## config.mk

```make
export PLATFORM = sky130hd
export DESIGN_NAME = video_overlay_compositor
export DESIGN_NICKNAME = d
export VERILOG_FILES = /design/src/rtl/video_pkg.sv /design/src/rtl/layer_priority_encoder.sv /design/src/rtl/video_overlay_compositor.sv
export SDC_FILE = /design/constraint.sdc
export NUM_CORES = 1
export LEC_CHECK = 0
export ABC_AREA = 1
export BUFFER_PORTS_ARGS = -buffer_cell sky130_fd_sc_hd__buf_2
export CORE_MARGIN = 4
export CORE_UTILIZATION = 45
export DETAILED_ROUTE_END_ITERATION = 8
export PLACE_DENSITY = 0.72
export RECOVER_POWER = 50
export SLEW_MARGIN = 20
export SYNTH_ARGS = -nofsm -noshare
export SYNTH_HDL_FRONTEND = slang
export SYNTH_SLANG_ARGS = --single-unit
```

## constraint.sdc

```tcl
create_clock -name clk_in -period 3.37 [get_ports clk_in]
set_input_delay 0.674 -clock clk_in [delete_from_list [all_inputs] [get_ports clk_in]]
set_output_delay 0.674 -clock clk_in [all_outputs]
set_load 0.02 [all_outputs]
```

## src/rtl/video_pkg.sv

```systemverilog
// Shared types and constants for the video overlay compositor.
package video_pkg;

  localparam int PIX_W  = 24;
  localparam int CH_W   = 8;
  localparam int NUM_CH = PIX_W / CH_W;

  localparam logic [PIX_W-1:0] HILITE_COLOR = 24'hFF77AA;

  typedef enum logic [1:0] {
    MODE_PASS   = 2'b00,
    MODE_OPAQUE = 2'b01,
    MODE_BLEND  = 2'b10,
    MODE_HILITE = 2'b11
  } mode_e;

  // 50/50 blend of one channel: 9-bit sum, keep the upper 8 bits.
  function automatic logic [CH_W-1:0] blend_ch(input logic [CH_W-1:0] a,
                                              input logic [CH_W-1:0] b);
    logic [CH_W:0] sum;
    sum = {1'b0, a} + {1'b0, b};
    return sum[CH_W:1];
  endfunction

endpackage

```

## src/rtl/layer_priority_encoder.sv

```systemverilog
// Picks the lowest-index active overlay layer as a one-hot vector.
module layer_priority_encoder #(
  parameter int NUM_LAYERS = 4
) (
  input  logic [NUM_LAYERS-1:0] hit,
  output logic [NUM_LAYERS-1:0] onehot,
  output logic                  any_hit
);

  // Two's-complement trick isolates the least significant set bit.
  assign onehot  = hit & (~hit + NUM_LAYERS'(1));
  assign any_hit = |hit;

endmodule

```

## src/rtl/video_overlay_compositor.sv

```systemverilog
// Two-stage overlay compositor: stage 1 resolves the winning layer,
// stage 2 applies the compositing mode that travels with the pixel.
module video_overlay_compositor
  import video_pkg::*;
#(
  parameter int NUM_LAYERS   = 4,
  parameter int BLINK_FRAMES = 30
) (
  input  logic                         clk_in,
  input  logic                         rst_in,
  input  logic                         valid_in,
  input  logic                         frame_start_in,
  input  logic [1:0]                   mode_in,
  input  logic [PIX_W-1:0]             camera_pixel_in,
  input  logic [NUM_LAYERS-1:0]        layer_bits_in,
  input  logic [NUM_LAYERS-1:0]        layer_en_in,
  input  logic [NUM_LAYERS-1:0]        layer_blink_in,
  input  logic [PIX_W*NUM_LAYERS-1:0]  layer_color_in,
  output logic [PIX_W-1:0]             pixel_out,
  output logic                         valid_out,
  output logic                         frame_start_out,
  output logic [1:0]                   active_mode_out
);

  localparam int CNT_W = 8;
  localparam logic [CNT_W-1:0] CNT_LAST = CNT_W'(BLINK_FRAMES - 1);

  // ---------------------------------------------------------------
  // Frame-level control: mode latch and blink timing
  // ---------------------------------------------------------------
  logic             start_valid;
  mode_e            active_mode_reg;
  logic [CNT_W-1:0] blink_cnt_reg;
  logic             blink_phase_reg;
  logic             frame_phase_reg;
  mode_e            mode_eff;
  logic             phase_eff;

  assign start_valid = valid_in & frame_start_in;

  // The frame-start pixel already uses the settings of its own frame, so
  // bypass the registers on that cycle. The blink phase of a frame is the
  // toggle state captured before that frame start's counter step, which
  // gives BLINK_FRAMES visible frames followed by BLINK_FRAMES hidden ones.
  assign mode_eff  = start_valid ? mode_e'(mode_in) : active_mode_reg;
  assign phase_eff = start_valid ? blink_phase_reg  : frame_phase_reg;

  // Latch mode and step the blink counter on each qualified frame start.
  always_ff @(posedge clk_in or posedge rst_in) begin
    if (rst_in) begin
      active_mode_reg <= MODE_PASS;
      blink_cnt_reg   <= '0;
      blink_phase_reg <= 1'b0;
      frame_phase_reg <= 1'b0;
    end else if (start_valid) begin
      active_mode_reg <= mode_e'(mode_in);
      frame_phase_reg <= blink_phase_reg;
      if (blink_cnt_reg == CNT_LAST) begin
        blink_cnt_reg   <= '0;
        blink_phase_reg <= ~blink_phase_reg;
      end else begin
        blink_cnt_reg <= blink_cnt_reg + CNT_W'(1);
      end
    end
  end

  assign active_mode_out = active_mode_reg;

  // ---------------------------------------------------------------
  // Stage 1: layer hit resolution
  // ---------------------------------------------------------------
  logic [NUM_LAYERS-1:0] hit;
  logic [NUM_LAYERS-1:0] win_onehot;
  logic                  any_hit;
  logic [PIX_W-1:0]      masked_color [NUM_LAYERS];
  logic [PIX_W-1:0]      winner_color;

  assign hit = layer_bits_in & layer_en_in &
               ~(layer_blink_in & {NUM_LAYERS{phase_eff}});

  layer_priority_encoder #(
    .NUM_LAYERS (NUM_LAYERS)
  ) u_prio (
    .hit     (hit),
    .onehot  (win_onehot),
    .any_hit (any_hit)
  );

  for (genvar gi = 0; gi < NUM_LAYERS; gi++) begin : g_color_mask
    assign masked_color[gi] = win_onehot[gi] ? layer_color_in[gi*PIX_W +: PIX_W]
                                             : '0;
  end

  // One-hot select reduces to an OR of the masked colours.
  always_comb begin
    winner_color = '0;
    for (int i = 0; i < NUM_LAYERS; i++) begin
      winner_color = winner_color | masked_color[i];
    end
  end

  logic             s1_valid_reg;
  logic             s1_start_reg;
  mode_e            s1_mode_reg;
  logic [PIX_W-1:0] s1_camera_reg;
  logic [PIX_W-1:0] s1_color_reg;
  logic             s1_any_hit_reg;

  // Stage-1 pipeline register: pixel, winner and the mode it must use.
  always_ff @(posedge clk_in or posedge rst_in) begin
    if (rst_in) begin
      s1_valid_reg   <= 1'b0;
      s1_start_reg   <= 1'b0;
      s1_mode_reg    <= MODE_PASS;
      s1_camera_reg  <= '0;
      s1_color_reg   <= '0;
      s1_any_hit_reg <= 1'b0;
    end else begin
      s1_valid_reg   <= valid_in;
      s1_start_reg   <= start_valid;
      s1_mode_reg    <= mode_eff;
      s1_camera_reg  <= camera_pixel_in;
      s1_color_reg   <= winner_color;
      s1_any_hit_reg <= any_hit;
    end
  end

  // ---------------------------------------------------------------
  // Stage 2: compositing
  // ---------------------------------------------------------------
  logic [PIX_W-1:0] blend_pix;
  logic [PIX_W-1:0] dim_pix;
  logic [PIX_W-1:0] pixel_next;

  for (genvar gi = 0; gi < NUM_CH; gi++) begin : g_channel
    assign blend_pix[gi*CH_W +: CH_W] = blend_ch(s1_camera_reg[gi*CH_W +: CH_W],
                                                 s1_color_reg[gi*CH_W +: CH_W]);
    assign dim_pix[gi*CH_W +: CH_W]   = {1'b0, s1_camera_reg[gi*CH_W+1 +: CH_W-1]};
  end

  // Choose the output pixel from the mode that travelled with this pixel.
  always_comb begin
    pixel_next = s1_camera_reg;
    case (s1_mode_reg)
      MODE_PASS:   pixel_next = s1_camera_reg;
      MODE_OPAQUE: pixel_next = s1_any_hit_reg ? s1_color_reg : s1_camera_reg;
      MODE_BLEND:  pixel_next = s1_any_hit_reg ? blend_pix    : s1_camera_reg;
      MODE_HILITE: pixel_next = s1_any_hit_reg ? HILITE_COLOR : dim_pix;
      default:     pixel_next = s1_camera_reg;
    endcase
  end

  // Output register with aligned qualifiers.
  always_ff @(posedge clk_in or posedge rst_in) begin
    if (rst_in) begin
      pixel_out       <= '0;
      valid_out       <= 1'b0;
      frame_start_out <= 1'b0;
    end else begin
      pixel_out       <= pixel_next;
      valid_out       <= s1_valid_reg;
      frame_start_out <= s1_start_reg;
    end
  end

endmodule

```

==> summary.txt <==
status: finished, violations left
failing checks: capacitance limit
Syn-to-layout area delta: 22.5%
GRT met2 Usage: 0.344
Longest Clk Path Bufs: 2
Yosys top cell area share: 0.415
Setup TNS: 0 ns
initial drt markers: 290
antenna violations before repair: 0
ys flop type: dfrtp_1
clk_skew: 0.00571 ns
syn nets: 878
CTS buffer count: 9
RSZ-0062 raised after global routing: false
Core Area: 11,600 sq um
CTS root buf: clkbuf_16
unique cell type count in the Yosys netlist: 39
Clock power frac: 0.263
Post-Synthesis Cells: 714
gr usage total: 0.219
Initial Util: 0.465
Final Max Tran Viols: 0
ant diodes: 0
fmax: 0.420 GHz
Final setup viols: 0
CTS H-Tree Depth: 3
mapped cell area: 5370 sq um
FILL cells: 1,067
post_cts resized: 0
Final Hold Violating Endpoints: 0
CTS tree: built
M3 GR Usage: 0.0452
GP Congestion: 0.828
die area: 13,800 sq um
sw frac: 0.363
Vias: 5,239
CTS hold repair buffers: 0
Routed wire per std cell: 14.5 um
Req. time, crit path: 3.64 ns
depth of the most critical reg-to-reg path: 8
crit-path max FO: 26
Total Nets Final: 1,033
Max VDD drop: 0.000240 V
NetSw: 0.00126 W
combinational share of power: 0.340
CTS Sinks: 89
Synth Register Bits: 89
DP Cell Count: 1,001
number of synthesized flops with an enable pin: 0
hpwl dp: 11,500 um
sequential group share of total power: 0.397
Async S/R FF share, synth: 1.00
I/O Pins: 166
layout cell share with drive strength beyond 1: 0.225
max-cap viol count: 1
count leader, synth: nand2_1
WP data arrival: 2.65 ns
register area share after synthesis: 0.415
Hold Path Cell Cnt: 0
min Tclk post-route: 2.38 ns
synth top area cells: dfrtp_1, nand2_1, nand3_1, ha_1, inv_1
Final period util: 0.706
# port buffers: 165
latest clock arrival within the worst-skew pair: 0.34 ns
Top Usage Layer GRT: met2
Setup crit end kind: flip-flop
PwrDens: 525 nW/um^2
number of global-route vias before repair: 5,030
wire length of the first global-routing pass: 23,700 um
post-route setup slack: 0.990 ns
cell taking the most area after synthesis: dfrtp_1
dpl ws: 0.754 ns
largest net degree at the start of global routing: 57
remaining global-route overflow: 0
Slew HR: 0.0221
GR Util met1: 0.298
Worst Tran Pin Value: 1.46 ns
Worst Hold Class: flip-flop to flip-flop
Vias/cell: 5.15
Initial DRT Pass Iterations: 5
postcts setup bufs: 0
Worst-path clk slew: 0.06 ns
# DRC: 0
Routed WL: 14,700 um
Non-Filler Instances: 1,017
die height: 117 um
row count: 39
Lkg Pwr: 3.54 nW
Avg Cell Area, Syn: 7.52 sq um
critical path type: primary input to flip-flop
Detail Route Antenna Nets: 0
Pint: 0.00220 W
synth cell count leaders: nand2_1, dfrtp_1, nand3_1
DIE WIDTH: 117 um
Synthesis Warnings: 0
Worst setup SP type: primary input
## final timing paths
kind | start | end | slack (ns)
setup / recovery | frame_start_in | s1_color_reg[3]$_DFF_PP0_ | 0.99
hold / removal | s1_start_reg$_DFF_PP0_ | frame_start_out$_DFF_PP0_ | 0.35
setup reg to reg | blink_phase_reg$_DFFE_PP0P_ | s1_color_reg[3]$_DFF_PP0_ | 1.24
hold reg to reg | s1_start_reg$_DFF_PP0_ | frame_start_out$_DFF_PP0_ | 0.35
max in group asynchronous | rst_in | s1_color_reg[21]$_DFF_PP0_ | 1.85
min in group asynchronous | rst_in | pixel_out[7]$_DFF_PP0_ | 0.66
## power groups by stage
stage / clock (W) / combinational, W / sequential, W
after floorplan: 0 / 0.000724 / 0.00146
after global placement: 0 / 0.00115 / 0.00139
after detailed placement: 0 / 0.00117 / 0.00139
after CTS: 0.000932 / 0.00118 / 0.00137
after global routing: 0.000982 / 0.00133 / 0.00140
final: 0.000909 / 0.00118 / 0.00137
## metal layers
layer,routed length (um),share of wire,up-vias
li1,-,-,2662
met1,6480,0.44,2354
met2,6710,0.46,205
met3,1200,0.082,18
met4,329,0.022,0
met5,0,0,-
## layout by cell type, fill, tap and decap left out, types with 3 or more instances in the layout
cell	instances
clkbuf_1	3
nand4_1	16
buf_2	163
xor2_1	9
a21oi_1	32
dfrtp_1	89
nand2_1	221
clkinv_2	3
clkbuf_16	9
nand3b_1	24
o21ai_0	23
nor2_1	49
o211ai_1	13
nand3_1	82
or2_2	5
inv_1	67
fa_1	3
ha_1	23
buf_4	5
## critical path: stages
cell and delay, ns:
buf_2 0.10, nand2_1 0.23, nand2_1 0.15, o21ai_4 0.15, nand2_2 0.08, nand2_2 0.36, nand2_1 0.17, nor2_4 0.45
nand3_1 0.15, nand3b_1 0.13
## layout make-up
cell class | instances | area, sq um | area share
clock inverters | 5 | 31.3 | 0.00475
multi-input cells | 529 | 2760 | 0.419
well taps | 143 | 179 | 0.0272
inverters | 69 | 260 | 0.0395
flip-flops and latches | 89 | 2230 | 0.338
clock buffers | 11 | 243 | 0.0369
repair buffers | 171 | 881 | 0.134
## stage by stage
step	total power [W]	hold slack (ns)	cell area, sq um	util
after floorplan	0.00219	0.331	5370	-
after global placement	0.00255	0.334	6310	0.546
after detailed placement	0.00256	0.335	6310	0.546
after CTS	0.00348	0.348	6590	0.570
after global routing	0.00371	0.358	6580	0.569
final	0.00346	0.348	6580	0.569
## logic make-up (layout without fill, tap and decap cells)
| logic type | after synthesis | count (layout) | share of synthesized area |
|---|---|---|---|
| compound gates | 87 | 87 | 0.0985 |
| flops | 89 | 89 | 0.415 |
| xor+xnor | 9 | 9 | 0.0147 |
| simple gates | 407 | 407 | 0.336 |
| fa+ha+maj | 26 | 26 | 0.0647 |
| buf+inv | 96 | 256 | 0.0720 |
(Power assumes the default switching activity.)
